[src/rtl/led_sweep_if.sv]
// Host controls and LED/buzzer status for led_sweep_ctrl; master drives
// start_stop/mode, slave (the controller) drives the display outputs.
interface led_sweep_if #(
  parameter int N_LED = 5
) ();
  logic                       start_stop;
  logic [1:0]                 mode;
  logic [N_LED-1:0]           led;
  logic [$clog2(N_LED)-1:0]   pos;
  logic                       busy;
  logic                       sweep_done;
  logic                       buzz;

  modport master (
    output start_stop, mode,
    input  led, pos, busy, sweep_done, buzz
  );

  modport slave (
    input  start_stop, mode,
    output led, pos, busy, sweep_done, buzz
  );
endinterface

[src/rtl/led_sweep_ctrl.sv]
// One-hot running light (hold/up/down/bounce) with internal step prescaler; outputs are registered, one cycle after cause.
// No backpressure: start_stop pauses in place. Buzzer on sweep_done only when LED_SWEEP_BUZZER_EN is defined.
module led_sweep_ctrl #(
  parameter int N_LED      = 5,
  parameter int TICK_DIV   = 47000000,
  parameter int BUZZ_HALF  = 25000,
  parameter int BEEP_TICKS = 1
) (
  input  logic       clk_in,
  input  logic       reset,
  led_sweep_if.slave bus
);

  localparam int POS_W   = $clog2(N_LED);
  localparam int PRESC_W = $clog2(TICK_DIV);

  localparam logic [POS_W-1:0]   POS_LAST  = POS_W'(N_LED - 1);
  localparam logic [PRESC_W-1:0] TICK_LAST = PRESC_W'(TICK_DIV - 1);

  localparam logic [1:0] MODE_HOLD = 2'd0;
  localparam logic [1:0] MODE_UP   = 2'd1;
  localparam logic [1:0] MODE_DOWN = 2'd2;

  typedef enum logic [1:0] {
    IDLE = 2'd0,
    RUN  = 2'd1,
    PARK = 2'd2
  } state_t;

  state_t             state_q, state_d;
  logic [PRESC_W-1:0] presc_q, presc_d;
  logic [POS_W-1:0]   pos_q, pos_d;
  logic               dir_q, dir_d;
  logic [N_LED-1:0]   led_q, led_d;
  logic [1:0]         last_mode_q;
  logic               busy_q;
  logic               done_q, done_d;

  logic               tick;
  logic               mode_chg;
  logic [POS_W-1:0]   start_pos;
  logic               start_dir;

  // dir = 0 moves toward MSB, dir = 1 toward LSB.
  assign tick      = (state_q == RUN) && bus.start_stop && (presc_q == TICK_LAST);
  assign mode_chg  = (bus.mode != last_mode_q);
  assign start_pos = (bus.mode == MODE_DOWN) ? POS_LAST : '0;
  assign start_dir = (bus.mode == MODE_DOWN);

  always_comb begin
    state_d = state_q;
    presc_d = presc_q;
    pos_d   = pos_q;
    dir_d   = dir_q;
    done_d  = 1'b0;
    led_d   = '0;

    case (state_q)
      IDLE: begin
        if (bus.start_stop && (bus.mode != MODE_HOLD)) begin
          state_d = RUN;
          presc_d = '0;
          pos_d   = start_pos;
          dir_d   = start_dir;
        end
      end

      RUN: begin
        // Mode change outranks a coincident tick; a pause freezes everything.
        if (bus.mode == MODE_HOLD) begin
          state_d = PARK;
        end else if (mode_chg) begin
          presc_d = '0;
          pos_d   = start_pos;
          dir_d   = start_dir;
        end else if (bus.start_stop) begin
          presc_d = tick ? '0 : presc_q + 1'b1;
          if (tick) begin
            case (bus.mode)
              MODE_UP: begin
                if (pos_q == POS_LAST) begin
                  done_d  = 1'b1;
                  state_d = PARK;
                end else begin
                  pos_d = pos_q + 1'b1;
                end
              end
              MODE_DOWN: begin
                if (pos_q == '0) begin
                  done_d  = 1'b1;
                  state_d = PARK;
                end else begin
                  pos_d = pos_q - 1'b1;
                end
              end
              default: begin
                pos_d = dir_q ? pos_q - 1'b1 : pos_q + 1'b1;
                if ((pos_d == '0) || (pos_d == POS_LAST)) begin
                  dir_d  = ~dir_q;
                  done_d = 1'b1;
                end
              end
            endcase
          end
        end
      end

      PARK: begin
        // A finished sweep only restarts on a genuinely new mode.
        if (bus.start_stop && (bus.mode != MODE_HOLD) && mode_chg) begin
          state_d = RUN;
          presc_d = '0;
          pos_d   = start_pos;
          dir_d   = start_dir;
        end
      end

      default: begin
        state_d = IDLE;
      end
    endcase

    if (state_d != IDLE) begin
      led_d = N_LED'(1) << pos_d;
    end
  end

  always_ff @(posedge clk_in) begin
    if (!reset) begin
      state_q     <= IDLE;
      presc_q     <= '0;
      pos_q       <= '0;
      dir_q       <= 1'b0;
      led_q       <= '0;
      last_mode_q <= 2'd0;
      busy_q      <= 1'b0;
      done_q      <= 1'b0;
    end else begin
      state_q     <= state_d;
      presc_q     <= presc_d;
      pos_q       <= pos_d;
      dir_q       <= dir_d;
      led_q       <= led_d;
      last_mode_q <= bus.mode;
      busy_q      <= (state_d == RUN);
      done_q      <= done_d;
    end
  end

  assign bus.led        = led_q;
  assign bus.pos        = pos_q;
  assign bus.busy       = busy_q;
  assign bus.sweep_done = done_q;

`ifdef LED_SWEEP_BUZZER_EN
  localparam int HALF_W = (BUZZ_HALF > 1) ? $clog2(BUZZ_HALF) : 1;
  localparam int BEEP_W = (BEEP_TICKS > 0) ? $clog2(BEEP_TICKS + 1) : 1;

  localparam logic [HALF_W-1:0] HALF_LAST = HALF_W'(BUZZ_HALF - 1);

  logic [PRESC_W-1:0] beep_div_q;
  logic [HALF_W-1:0]  half_q;
  logic [BEEP_W-1:0]  beep_left_q;
  logic               buzz_q;

  // Own divider so the beep length holds even while the step prescaler is frozen.
  always_ff @(posedge clk_in) begin
    if (!reset) begin
      beep_div_q  <= '0;
      half_q      <= '0;
      beep_left_q <= '0;
      buzz_q      <= 1'b0;
    end else if (done_d) begin
      beep_div_q  <= '0;
      half_q      <= '0;
      beep_left_q <= BEEP_W'(BEEP_TICKS);
      buzz_q      <= 1'b1;
    end else if (beep_left_q != '0) begin
      if (half_q == HALF_LAST) begin
        half_q <= '0;
        buzz_q <= ~buzz_q;
      end else begin
        half_q <= half_q + 1'b1;
      end
      if (beep_div_q == TICK_LAST) begin
        beep_div_q  <= '0;
        beep_left_q <= beep_left_q - 1'b1;
        if (beep_left_q == BEEP_W'(1)) begin
          half_q <= '0;
          buzz_q <= 1'b0;
        end
      end else begin
        beep_div_q <= beep_div_q + 1'b1;
      end
    end
  end

  assign bus.buzz = buzz_q;
`else
  assign bus.buzz = 1'b0;
`endif

endmodule

[src/flat_wrapper.sv]
// flat-port wrapper written by rule: the top's interface ports become plain ports
module led_sweep_ctrl_flat 
#(
  parameter int N_LED      = 5,
  parameter int TICK_DIV   = 47000000,
  parameter int BUZZ_HALF  = 25000,
  parameter int BEEP_TICKS = 1
)
  (clk_in, reset, bus_start_stop, bus_mode, bus_led, bus_pos, bus_busy, bus_sweep_done, bus_buzz);
  led_sweep_if #(.N_LED(N_LED)) bus_i ();
  input  logic clk_in;
  input  logic reset;
  input wire logic [$bits(bus_i.start_stop)-1:0] bus_start_stop;
  input wire logic [$bits(bus_i.mode)-1:0] bus_mode;
  output wire logic [$bits(bus_i.led)-1:0] bus_led;
  output wire logic [$bits(bus_i.pos)-1:0] bus_pos;
  output wire logic [$bits(bus_i.busy)-1:0] bus_busy;
  output wire logic [$bits(bus_i.sweep_done)-1:0] bus_sweep_done;
  output wire logic [$bits(bus_i.buzz)-1:0] bus_buzz;
  assign bus_i.start_stop = bus_start_stop;
  assign bus_i.mode = bus_mode;
  assign bus_led = bus_i.led;
  assign bus_pos = bus_i.pos;
  assign bus_busy = bus_i.busy;
  assign bus_sweep_done = bus_i.sweep_done;
  assign bus_buzz = bus_i.buzz;
  led_sweep_ctrl #(.N_LED(N_LED), .TICK_DIV(TICK_DIV), .BUZZ_HALF(BUZZ_HALF), .BEEP_TICKS(BEEP_TICKS)) u_core (.clk_in(clk_in), .reset(reset), .bus(bus_i));
endmodule
[config.mk]
export PLATFORM = sky130hd
export DESIGN_NAME = led_sweep_ctrl_flat
export DESIGN_NICKNAME = d
export VERILOG_FILES = /design/src/rtl/led_sweep_if.sv /design/src/rtl/led_sweep_ctrl.sv /design/src/flat_wrapper.sv
export SDC_FILE = /design/constraint.sdc
export NUM_CORES = 1
export LEC_CHECK = 0
export ABC_AREA = 1
export ABC_CLOCK_PERIOD_IN_PS = 4900
export CAP_MARGIN = 25
export CORE_AREA = 2 2 78 80
export DETAILED_ROUTE_END_ITERATION = 10
export DIE_AREA = 0 0 80 82
export PLACE_DENSITY_LB_ADDON = 0.25
export SLEW_MARGIN = 15
export SYNTH_ARGS = -nofsm -noshare
export SYNTH_HDL_FRONTEND = slang
export SYNTH_SLANG_ARGS = --single-unit
[constraint.sdc]
create_clock -name clk_in -period 4.9 [get_ports clk_in]
set_input_delay 1.47 -clock clk_in [delete_from_list [all_inputs] [get_ports clk_in]]
set_output_delay 1.47 -clock clk_in [all_outputs]
set_load 0.03 [all_outputs]
---- Word-level counts from Yosys, hierarchy flattened ----
Cells that the tools add are included.
storage, ports and cells
  register bits ........................... 41
  input port bits ......................... 5
  output and inout port bits .............. 11
  word-level logic and storage cells ...... 92
operators by class
  shift-type cells ........................ 1
  eq/ne operators ......................... 16
  reduce and logical (&&, ||, !) cells .... 17
  muxes and demuxes ....................... 42
  $add $sub $neg .......................... 3
  bitwise operators ....................... 5
operator list
  cell                   count
  $mux 26                6
  $pmux 26 s3            1
  $mux 3                 10
  $add 26x1->26 const B  1
  $eq 26x26->1 const B   1
  $mux 2                 8
  $mux 1                 11
  $ne 3x2->1 const B     3
  $pmux 3 s3             1
  $reduce_and 8->1       1
  $eq 2x1->1 const B     3
  $eq 3x3->1 const B     2
  $logic_not 3->1        2
  $pmux 2 s3             1
  $pmux 3 s2             1
  $reduce_or 6->1        1
  $not 1->1              5
  $reduce_and 5->1       1
  $shl 1x3->5 const A    1
  $eq 2x2->1 const B     2
  $logic_and 1x1->1      4
  $logic_not 2->1        2
  $ne 2x1->1 const B     2
  $pmux 2 s2             1
  12 further kinds       13

---- Logic depth before layout (Yosys ltp) ----
  word-level depth ........................ 11
  gate-level depth with buffers ........... 16
  depth with buffers taken out ............ 16

---- Least setup slack after synthesis ----
Ideal clock, no wire load.
  path kind ............................... input port to flip-flop
  from .................................... input port bus_mode[0]
  to ...................................... register u_core.dir_q
  data required time ...................... 4781 ps
  setup time .............................. 119 ps
  path slack .............................. 1984 ps
  cell stages on the path ................. 12
  buffers on the path ..................... 2
  arrival ................................. 2796 ps
  cells stage by stage .................... inv_1 ha_1 nor2_1 nor3_1 nor3_2 nand2_1 nor2_2 buf_6 buf_12 nand3_1 o21ai_0 a21oi_1
on the way
  longest elaborated chain between the ends .. 5
  elaborated cells on any way between the ends .. 21
  classes of those cells .................. 10 x eq/ne; 5 x mux; 6 x reduce/logical
RTL lines
  item                                                      RTL line               source
  from (decl)                                               flat_wrapper.sv:14     input wire logic [$bits(bus_i.mode)-1:0] bus_mode;
  branches (longest 5 deep; another with $reduce_and 8->1)  n/a
  to (signal assigned)                                      led_sweep_ctrl.sv:142  dir_q <= dir_d;
  to (decl)                                                 led_sweep_ctrl.sv:33   logic dir_q, dir_d;
Several ways; the timed one is not identified. The select of a mux whose other input is x is not followed.
A chain may end at the register's enable or synchronous reset.

---- Worst setup path after layout ----
  from .................................... input port bus_mode[0]
  to ...................................... register u_core.presc_q[1]
on the way
  longest elaborated chain between the ends .. 5
  elaborated cells on any way between the ends .. 13
  classes of those cells .................. 5 x eq/ne; 3 x mux; 5 x reduce/logical
RTL lines
  item                        RTL line                                     source
  $reduce_bool 2->1           led_sweep_ctrl.sv:60, led_sweep_ctrl.sv:110
  $logic_and 1x1->1           led_sweep_ctrl.sv:60, led_sweep_ctrl.sv:110
  $logic_and 1x1->1           led_sweep_ctrl.sv:110                        if (bus.start_stop && (bus.mode != MODE_HOLD) && mode_chg) begin
  $ne 2x1->1 (no line)        n/a
  $reduce_and 5->1 (no line)  n/a
  to (signal assigned)        led_sweep_ctrl.sv:140                        presc_q <= presc_d;
  to (decl)                   led_sweep_ctrl.sv:31                         logic [PRESC_W-1:0] presc_q, presc_d;
Parallel ways exist; a longest one is shown, timed or not. The select of a mux whose other input is x is not followed.

==> flow_summary.yaml <==
outcome:
  outcome: "finished, final reports clean"
worst_setup_path:
  crit_chain: "clkdlybuf4s50_1 > inv_1 > ha_1 > nor2_1 > nor3_1 > nor3_2 > nand2_1 > nor2_2 > clkinv_1 > nand2_1 > a21oi_1"
  critPathTopFamily: "simple AND/OR/NAND/NOR gates"
  worst-path-buf-inv: 3
  cp.required_ns: 5.08
  path_common_cell: "nand2_1"
  path_max_fanout: 14
  cp-endpoint: "u_core.presc_q[1]$_SDFFE_PN0P_"
  reg2reg_depth: 9
  crit_arrival_ns: 4.09
  critPathLaunchType: "input pin"
  cp-end-kind: "register"
  crit_type: "in2reg"
  crit_cells: 11
  startpoint: "bus_mode[0]"
  rrSetupSlack_ns: 2.63
  regToRegEndpoint: "u_core.presc_q[1]$_SDFFE_PN0P_"
  timing.rr.start: "u_core.state_q[1]$_SDFF_PN0_"
  slowest_stage: "clkdlybuf4s50_1"
  max_stage_delay_ns: 0.54
sta:
  clock_skew_ns: 0.00786
  hold_viol: 0
  tightestPinTransition_ns: 0.615
  fin_crit_ns: 3.91
  slew_violations: 0
  rsz0062_at_grt: "false"
  setup_ws_ns: 0.987
  hold_ws_ns: 0.525
  final-setup-viol-count: 0
  finalCritPeriodShare_pct: 79.9
  max_freq_ghz: 0.256
  final.setup.tns_ns: 0
  maxSlewHeadroom_pct: 58.9
clock_tree:
  clock_latency_ns: 0.30
  clock_sinks: 41
  htreeDepth: 2
  cts_tree: "yes"
  numCtsBuffers: 5
  hold_buffers: 0
  postCtsSetupRepairBufs: 0
  post_cts_resized: 0
  cts_root_buffer: "clkbuf_8"
  cts.clk_slew.worst_paths_ns: 0.09
  cts_buffer_depth: 2
place:
  port_buffers: 14
  dp_hpwl_mm: 5.79
  place.gp.congestion: 0.996
  pre_cts_ws_ns: 0.651
routing:
  firstDrtPassIters: 5
  drt_iter0_markers: 202
  via_per_inst: 5.39
  vias: 2937
  wire_per_inst_um: 13.8
  drc_errors: 0
  ant_nets: 0
  wl_mm: 7.52
synthesis:
  yosysMostFrequentCell: "nand2_1"
  yosys.area.top_type: "dfxtp_1"
  seq_area_frac_synth_pct: 29.2
  synth-edff-count: 0
  synthesis.nets: 466
  syn_area_per_cell_sq_um: 6.18
  ys_ff_latch: 41
  synth_top_cell_area_share_pct: 29.2
  async_reset_ff_share_pct: 0
  yosysWarnings: 0
  synthDistinctLibCells: 34
  yosys_most_used_dff: "dfxtp_1"
  netlist_top_cells_area: "dfxtp_1 (29%), nand2_1 (16%), nor2_1 (9.0%)"
  synth_area_sq_um: 2810
  synth_commonest_cells: "nand2_1 (119), nor2_1 (67), inv_1 (55)"
  syn_inst: 454
floorplan:
  ios: 16
  die_y_um: 82
  die_x_um: 80
  initial_core_util_pct: 48.8
  dieArea_sq_um: 6560
  coreArea_sq_um: 5750
  fp-row-count: 28
final_layout:
  drive_above_1_share_pct: 8.09
  multi_input_area_sq_um: 1690
  final_nets: 481
  diodes: 0
  seqCellArea_sq_um: 821
  utilization_pct: 54.1
  fillers: 611
  area_delta_synth_final_pct: 10.7
power_and_ir_drop:
  p_clk_share_pct: 39.7
  irDropWorstVdd_mv: 0.129
  swShare_pct: 28.1
  p_int_mw: 0.535
  p_per_area_nw_per_um2: 240
  power.net_switching_mw: 0.209
  power.leakage_nw: 1.27
  combPwrFrac_pct: 13.9
  pwr-share-seq_pct: 46.4
grt:
  antenna_found_initial: 0
  grt_max_degree: 15
  grt_pass1_wl_mm: 12.9
  grt-ovfl-total: 0
  grt_pass1_vias: 2808
  track_usage_pct: 25.0
min_path:
  hold_path_class: "reg2reg"
flow_run:
  cap_viol_max_count: 0
[through the flow]
| stage | cells | cell area, sq um | total power, mW |
|---|---|---|---|
| 5_1_grt | 545 | 3110 | 0.776 |
| 4_1_cts | 545 | 3110 | 0.750 |
| 3_5_place_dp | 537 | 2990 | 0.456 |
| 2_1_floorplan | 454 | 2810 | 0.432 |
| 6_report | 545 | 3110 | 0.744 |
| 3_3_place_gp | 537 | 2990 | 0.454 |
[kinds of logic after synthesis]
group / synth area share (%)
XOR/XNOR: 3.74
AO/OA/AOI/OAI: 8.92
flip-flops: 29.2
adder cells (fa/ha/maj): 3.12
other: 0.134
buffers and inverters: 10.6
AND/OR/NAND/NOR: 44.3
[flip-flops by register name (all words and copies together), names as in the netlist]
signal / flops
u_core.bus.led: 5
u_core.bus.pos: 3
u_core.last_mode_q: 2
u_core.state_q: 2
u_core.presc_q: 26
u_core.bus.sweep_done: 1
u_core.bus.busy: 1
u_core.dir_q: 1
[worst reg2reg max path: stages, from the launching register on]
cell and delay (ns):
dfxtp_1 0.43, inv_2 0.10, nand2_2 0.15, nor2_2 0.07, nor3_2 0.16, nand2_1 0.08
nor2_2 0.44, clkinv_1 0.46, nand2_1 0.17, a21oi_1 0.08
[worst min-delay path by stage]
stage          slack [ns]                         endpoint  cells after the start                            start
6_report             0.53   u_core.presc_q[8]$_SDFFE_PN0P_                      2   u_core.presc_q[8]$_SDFFE_PN0P_
5_1_grt              0.56  u_core.presc_q[14]$_SDFFE_PN0P_                      2  u_core.presc_q[14]$_SDFFE_PN0P_
4_1_cts              0.52   u_core.presc_q[8]$_SDFFE_PN0P_                      2   u_core.presc_q[8]$_SDFFE_PN0P_
3_5_place_dp         0.51   u_core.presc_q[8]$_SDFFE_PN0P_                      2   u_core.presc_q[8]$_SDFFE_PN0P_
3_3_place_gp         0.50   u_core.presc_q[1]$_SDFFE_PN0P_                      2   u_core.presc_q[1]$_SDFFE_PN0P_
2_1_floorplan        0.48   u_core.presc_q[1]$_SDFFE_PN0P_                      2   u_core.presc_q[1]$_SDFFE_PN0P_
[area by class of cell]
| type | instances | area share [%] |
|---|---|---|
| tap | 75 | 3.02 |
| clock inverter | 2 | 1.21 |
| timing repair buffer | 16 | 4.99 |
| clock buffer | 6 | 2.66 |
| inverter | 61 | 7.37 |
| multi-input combinational | 344 | 54.3 |
| sequential | 41 | 26.4 |
[placed cells by master, fill, tap and decap left out, types with 6 or more instances in the layout]
cell / count
clkdlybuf4s50_1: 14
nand3_1: 37
o21ai_0: 13
clkbuf_8: 6
nand4_1: 13
nor3_1: 19
nor2_1: 67
dfxtp_1: 41
ha_1: 7
inv_1: 55
xor2_1: 7
nand2_2: 7
nand2_1: 119
a21oi_1: 25
[power by group through the flow]
| stage | combinational, mW | sequential, mW | clock [mW] |
|---|---|---|---|
| CTS | 0.103 | 0.345 | 0.301 |
| detailed placement | 0.103 | 0.353 | 0 |
| floorplan | 0.0757 | 0.356 | 0 |
| finish | 0.104 | 0.346 | 0.295 |
| global placement | 0.100 | 0.353 | 0 |
| global route | 0.116 | 0.346 | 0.314 |
[metal layers]
layer / GRT usage [%] / up-vias / part of all wire, %
met5: 0 / - / 0
met4: 11.4 / 0 / 4.0
met3: 4.29 / 29 / 5.1
met2: 42.8 / 94 / 47
met1: 30.7 / 1332 / 44
li1: - / 1482 / -
No activity file was read; power rests on OpenSTA's default activity.
